--- src/rtl/particle_store.sv ---
// Collection stage for the dual-lane particle pusher. Pairs are buffered in a small FIFO and
// written to particle memory at sequential addresses; frame_done pulses after NUM_PAIRS writes.
module particle_store #(
    parameter int unsigned PWIDTH    = 64,
    parameter int unsigned AWIDTH    = 10,
    parameter int unsigned DEPTH     = 8,
    parameter int unsigned NUM_PAIRS = 1024
) (
    input  logic                  clk,
    input  logic                  rst,
    input  logic                  frame_start,
    input  logic                  valid_in,
    input  logic [2*PWIDTH-1:0]   particle_in,
    input  logic                  mem_ready,
    output logic                  mem_wen,
    output logic [AWIDTH-1:0]     mem_waddr,
    output logic [2*PWIDTH-1:0]   mem_wdata,
    output logic                  busy,
    output logic                  frame_done,
    output logic                  overflow,
    output logic [AWIDTH:0]       pair_count
);

    localparam int unsigned       PTR_W    = $clog2(DEPTH);
    localparam logic [AWIDTH:0]   LP_NUM   = (AWIDTH+1)'(NUM_PAIRS);
    localparam logic [AWIDTH:0]   LP_LAST  = LP_NUM - 1'b1;
    localparam logic [PTR_W:0]    LP_DEPTH = (PTR_W+1)'(DEPTH);

    typedef enum logic [1:0] {
        StIdle,
        StRun,
        StDone
    } state_e;

    state_e                r_state;
    state_e                w_state_next;
    logic [2*PWIDTH-1:0]   r_fifo [DEPTH];
    logic [PTR_W:0]        r_wptr;
    logic [PTR_W:0]        r_rptr;
    logic [AWIDTH:0]       r_accepted;
    logic [AWIDTH:0]       r_pair_count;
    logic                  r_overflow;

    logic [PTR_W:0]        w_count;
    logic                  w_empty;
    logic                  w_full;
    logic                  w_pop;
    logic                  w_push;
    logic                  w_drop;
    logic                  w_last;
    logic                  w_arm;

    // Pointers carry one extra wrap bit so full and empty are distinguishable.
    assign w_count = r_wptr - r_rptr;
    assign w_empty = (r_wptr == r_rptr);
    assign w_full  = (w_count == LP_DEPTH);

    assign w_pop  = (r_state == StRun) && !w_empty && mem_ready;
    assign w_push = (r_state == StRun) && valid_in && (r_accepted < LP_NUM)
                    && (!w_full || w_pop);
    assign w_drop = valid_in && (((r_state == StRun) && !w_push) || (r_state == StDone));
    assign w_last = w_pop && (r_pair_count == LP_LAST);

    always_ff @(posedge clk or negedge rst) begin
        if (!rst) begin
            r_state <= StIdle;
        end else begin
            r_state <= w_state_next;
        end
    end

    always_comb begin
        w_state_next = r_state;
        w_arm        = 1'b0;
        case (r_state)
            StIdle: begin
                if (frame_start) begin
                    w_state_next = StRun;
                    w_arm        = 1'b1;
                end
            end
            StRun: begin
                if (w_last) begin
                    w_state_next = StDone;
                end
            end
            StDone:  w_state_next = StIdle;
            default: w_state_next = StIdle;
        endcase
    end

    always_ff @(posedge clk or negedge rst) begin
        if (!rst) begin
            r_wptr       <= '0;
            r_rptr       <= '0;
            r_accepted   <= '0;
            r_pair_count <= '0;
            r_overflow   <= 1'b0;
        end else if (w_arm) begin
            r_wptr       <= '0;
            r_rptr       <= '0;
            r_accepted   <= '0;
            r_pair_count <= '0;
            r_overflow   <= 1'b0;
        end else begin
            if (w_push) begin
                r_wptr     <= r_wptr + 1'b1;
                r_accepted <= r_accepted + 1'b1;
            end
            if (w_pop) begin
                r_rptr       <= r_rptr + 1'b1;
                r_pair_count <= r_pair_count + 1'b1;
            end
            if (w_drop) begin
                r_overflow <= 1'b1;
            end
        end
    end

    // Storage needs no reset: the empty flag masks stale entries on the output.
    always_ff @(posedge clk) begin
        if (w_push) begin
            r_fifo[r_wptr[PTR_W-1:0]] <= particle_in;
        end
    end

    assign mem_wen    = w_pop;
    assign mem_waddr  = r_pair_count[AWIDTH-1:0];
    assign mem_wdata  = w_empty ? '0 : r_fifo[r_rptr[PTR_W-1:0]];
    assign busy       = (r_state != StIdle);
    assign frame_done = (r_state == StDone);
    assign overflow   = r_overflow;
    assign pair_count = r_pair_count;

endmodule

--- config.mk ---
export PLATFORM = sky130hd
export DESIGN_NAME = particle_store
export DESIGN_NICKNAME = d
export VERILOG_FILES = /design/src/rtl/particle_store.sv
export SDC_FILE = /design/constraint.sdc
export NUM_CORES = 1
export LEC_CHECK = 0
export BUFFER_PORTS_ARGS = -buffer_cell sky130_fd_sc_hd__buf_4
export CORE_MARGIN = 4
export CORE_UTILIZATION = 35
export DETAILED_ROUTE_END_ITERATION = 6
export HOLD_SLACK_MARGIN = 0.1
export RECOVER_POWER = 50
export SYNTH_ARGS = -nofsm -noshare
export SYNTH_HDL_FRONTEND = slang
export SYNTH_SLANG_ARGS = --single-unit
--- constraint.sdc ---
create_clock -name clk -period 26.4 [get_ports clk]
set_input_delay 5.28 -clock clk [delete_from_list [all_inputs] [get_ports clk]]
set_output_delay 5.28 -clock clk [all_outputs]
set_load 0.01 [all_outputs]
# Word-level counts from Yosys, hierarchy flattened

Memories as Yosys holds them, arrays and structs flattened.
Cells that the tools add are included.

Bits in read-only memories: 0
Latch bits: 0
Output and inout port bits: 153
Bits in writable memories: 1024
Bits in registers: 33
Memories: 1
Input port bits: 133

Reductions and logical operators: 19
Multipliers: 0
Shift operators: 0
$add $sub $neg: 5
Equality and inequality tests: 7
Multiplexer cells: 18
Bitwise operators: 0
$lt $le $gt $ge: 1
Div/mod/pow operators: 0

Memory list:

| name   | words | bits a word | rd ports | clocked after Yosys merged registers in | write ports | line | text |
|---|---|---|---|---|---|---|---|
| r_fifo | 8     | 128         | 1        | 0                                       | 1           | 37   | `logic [2*PWIDTH-1:0] r_fifo [DEPTH];` |

Operators by type and width:

| operator                                                                 | number |
|---|---|
| 128-bit 2-to-1 mux                                                       | 1 |
| 11-bit 2-to-1 mux                                                        | 4 |
| 11-bit by 1-bit adder with 11-bit output (second input constant)         | 2 |
| 4-bit 2-to-1 mux                                                         | 4 |
| 11-bit by 10-bit equality test with 1-bit output (second input constant) | 1 |
| 11-bit less-than comparator (second input constant)                      | 1 |
| 4-bit by 1-bit adder with 4-bit output (second input constant)           | 2 |
| 1-bit logical AND                                                        | 8 |
| 2-bit nonzero test                                                       | 4 |
| 1-bit 2-to-1 mux                                                         | 6 |
| 4-bit equality test                                                      | 1 |
| 4-bit equality test (second input constant)                              | 1 |
| 2-bit 2-to-1 mux                                                         | 2 |
| 2-bit inequality test (second input constant)                            | 2 |
| 2-bit one-hot mux with 2 select lines                                    | 1 |
| 4-bit subtractor                                                         | 1 |
| 1-bit zero test                                                          | 3 |
| 2-bit by 1-bit equality test with 1-bit output (second input constant)   | 1 |
| 2-bit equality test (second input constant)                              | 1 |
| 2-bit zero test                                                          | 1 |
| 1-bit logical OR                                                         | 2 |
| 2-bit AND reduction                                                      | 1 |

# Logic depth before layout (Yosys ltp)

Word-level depth: 12
Depth in mapped cells: 13

# Least setup slack after synthesis

Ideal clock, no wire load.

Path type: in2reg
Start: in mem_ready
End: mem r_fifo[4][0] (netlist bit), enable pin
Setup slack: 6.459 ns
Cell stages on the path: 6
Data arrival time: 18.966 ns
Data required time: 25.425 ns
Library setup time: 0.975 ns
Path through: and3b_1 -> nand2b_4 -> inv_2 -> or3_4 -> o21ai_4 -> nor4b_1

Cells in the longest elaborated chain, start to end: 5

Ends and longest elaborated chain:

| element                                | line | text |
|---|---|---|
| start, declared                        | 14   | `input logic mem_ready,` |
| 1-bit logical AND                      | 58   | `assign w_pop = (r_state == StRun) && !w_empty && mem_ready;` |
| 1-bit logical OR                       | 60   | `&& (!w_full \|\| w_pop);` |
| 1-bit logical AND                      | 60   |  |
| 1-bit 2-to-1 mux                       | 122  | `if (w_push) begin` |
| 1-bit 2-to-1 mux (not written as such) | 123  | `r_fifo[r_wptr[PTR_W-1:0]] <= particle_in;` |
| end, declared                          | 37   |  |

Every way passes these cells.

# Worst setup path in the final report

Start: in mem_ready
End: out mem_wen

Cells in the longest elaborated chain, start to end: 1

Ends and longest elaborated chain:

| element           | line | text |
|---|---|---|
| 1-bit logical AND | 58   |  |
| end, declared     | 15   | `output logic mem_wen,` |

Every way passes these cells.

==> results.toml <==
[run_status]
status = "complete, but fails checks"
violations = "capacitance limit, slew limit"

[worst_setup_path]
worstPathRequired_ns = 21.12
r2r_end = "r_fifo[7][78]"
crit_arrival_ns = 6.27
ff2ff_setup_slack_ns = 19.30
cp_max_fo = 17
rr_worst_depth = 11
start_kind = "input pin"
path_class = "in -> out"
worst_setup_path_end_kind = "output pin"
worstReg2RegStart = "r_rptr[2]"

[yosys]
ys_warn_count = 0
avgSynthCellArea_um2 = 20.5
syn_inst = 1977
synthTopCellsByArea = "edfxtp_1 (76%), mux4_2 (14%), nand2_1 (2.6%), dfrtp_1 (2.0%), a21oi_1 (1.7%)"
syn_nets = 2117
yosysSeqAreaShare_pct = 77.9
async_flop_share_pct = 3.12
synth.top_cell.area_share_pct = 75.9
synth_area_um2 = 40500
yosys.area.top_type = "edfxtp_1"
synth_edf_count = 1024
ys_types = 40
synth_ff_type = "edfxtp_1"
ys_ff_latch = 1057

[run]
maxCapViolCount = 2

[power]
total_leakage_power_nw = 15.3
total_power_mw = 5.56
vdd_drop_max_mv = 0.0821
p_per_area_nw_per_um2 = 117

[grt]
gr-total-overflow = 0
antenna_found_initial = 13
grtUsageTotal_pct = 15.4
grt_max_degree = 102
grt_use_met1_pct = 19.5
grt_use_met3_pct = 3.75
grt-busiest-layer = "met2"
grt_pass1_vias = 21300
grt_first_pass_wirelength_um = 139000
use_met2_pct = 26.4

[finish]
area_delta_synth_final_pct = 16.9
fillCellCount = 10200
nets = 2436
fin_area_um2 = 47300
drive_gt1_share_pct = 25.2
multiInputGateArea_um2 = 8390
regArea_um2 = 31600

[min_path]
whs_path_depth = 1
holdCritStartpoint = "r_accepted[0]"
hold-path-endpoint = "r_accepted[0]"
min_path_type = "reg -> reg"

[floorplan]
core_um2 = 115000
start_util_pct = 35.3
dieWidth_um = 348
die_height_um = 348
fp.dieArea_um2 = 121000
ios = 286
num_rows = 124

[clocking]
cts_hold_buffers = 0
clockBufferDepth = 3
cts_setup_buffers = 0
cts-root-buf = "clkbuf_16"
cts_buffers = 112
ctsResizeCount = 0
cts_sinks = 1057
cts_tree = "done"
clkLatencyLatePin_ns = 0.69
clk_pin_slew_ns = 0.06
cts_htree_levels = 3

[routing]
vias_per_cell = 5.09
drc = 0
drt_first_pass_iters = 5
totalWireLength_um = 93700
detail-route-antenna-nets = 0
drtIter0Drc = 1520
vias = 19800
wl_per_cell_um = 24.0

[timing]
finalHoldViolations = 0
skew_ns = 0.0190
worst_pin_slew_ns = 2.50
layout_min_cycle_time_ns = 11.55
setup_tns_ns = 0
final-max-slew-violation-count = 53
rsz0062_at_grt = "no"
slew-limit-headroom_pct = -66.6
fmax_mhz = 86.6
setup_slack_ns = 14.85
final-setup-viol-count = 0
fin_crit_sh_pct = 43.7

[placed_design]
post-place-ws_ns = 15.08
hpwl_um = 49300
placed_area_um2 = 44400
place.gp.congestion = 0.695
port_buffers = 285
## state kept, by name (all words and copies together), names as in the netlist
signal and cells:
overflow 1, pair_count 11, r_rptr 4, r_wptr 4, r_state 2, r_accepted 11, r_fifo 1024
## stage by stage
| step | std cells | utilization, % | hold slack [ns] |
|---|---|---|---|
| 2_1_floorplan | 1977 | - | 0.459 |
| 3_3_place_gp | 3694 | 38.7 | 0.482 |
| 3_5_place_dp | 3694 | 38.7 | 0.503 |
| 4_1_cts | 3894 | 41.8 | 0.512 |
| 5_1_grt | 3896 | 41.3 | 0.546 |
| 6_report | 3903 | 41.3 | 0.516 |
## worst max path at each step
stage | startpoint | to | slack (ns) | cells past startpoint
after global placement | mem_ready | mem_wen | 15.07 | 5
after global routing | mem_ready | mem_wen | 14.76 | 5
after floorplan | mem_ready | r_fifo[4][0] | 6.46 | 6
final | mem_ready | mem_wen | 14.85 | 5
after detailed placement | mem_ready | mem_wen | 15.08 | 5
after CTS | mem_ready | mem_wen | 15.08 | 5
## cell families (layout without fill, tap and decap cells)
family	after synthesis	in the layout	share of synthesized area, %
compound gates	161	161	2.10
buf+inv	127	532	1.37
fa+ha+maj	7	7	0.216
flops	1057	1057	77.9
xor+xnor	14	14	0.321
mux	266	266	14.5
simple gates	345	345	3.57
other cells	0	9	0
## worst max-delay path: stages
cell and delay (ns):
clkbuf_4 0.09, and3b_1 0.15, nand2b_1 0.12, inv_1 0.41, buf_4 0.21
## placed cells by master (no fill, tap or decap), types with 2 or more instances in the layout
master	n
and4_1	3
and3_1	8
xnor2_1	4
nor2_1	11
a2111o_1	2
nand2b_1	7
clkinv_1	26
dfrtp_4	3
nor2b_1	3
dfrtp_1	30
nor4b_2	3
clkbuf_16	113
bufinv_16	9
o21ai_0	13
nand4_1	8
mux2i_1	10
a21oi_1	138
o31ai_1	2
inv_6	3
clkbuf_1	166
xor2_1	9
diode_2	9
inv_1	6
edfxtp_1	1024
nand2_1	285
nor3_1	2
o211ai_1	2
clkinvlp_4	5
ha_1	7
mux4_2	256
nand3_1	4
o21a_1	2
clkinv_2	20
and2_1	2
buf_4	177
## layout make-up
type                       count  area share, %
clock buffer                 133           6.13
inverter                       7         0.0661
multi-input combinational    793           17.7
tap                         1512           4.00
clock inverter                67           1.29
timing repair buffer         325           4.02
sequential                  1057           66.7
antenna                        9         0.0476
## per-layer routing
metal | part of all wire, % | wire length [µm]
met1 | 41 | 38400
met2 | 50 | 47200
met3 | 6.2 | 5840
met4 | 2.3 | 2170
met5 | 0.051 | 48
## cells in the mapped netlist (4+ instances only)
library cell     n
xor2_1           9
inv_1            6
ha_1             7
nand3_1          4
buf_4           10
nor2_1          11
buf_2           31
edfxtp_1      1024
nand4_1          8
and4_1           4
a21oi_1        138
clkbuf_1        66
nand2b_1         6
dfrtp_1         33
mux2i_1         10
xnor2_1          4
buf_1           13
mux4_2         256
o21ai_0         12
and3_1           8
nand2_1        285
## power by group
part           switching, mW  total, mW  internal, mW
logic                   1.05       1.84         0.792
registers             0.0997       2.23          2.13
clock network          0.627       1.50         0.869
total                   1.77       5.56          3.79
Power figures use the tool's default switching activity.
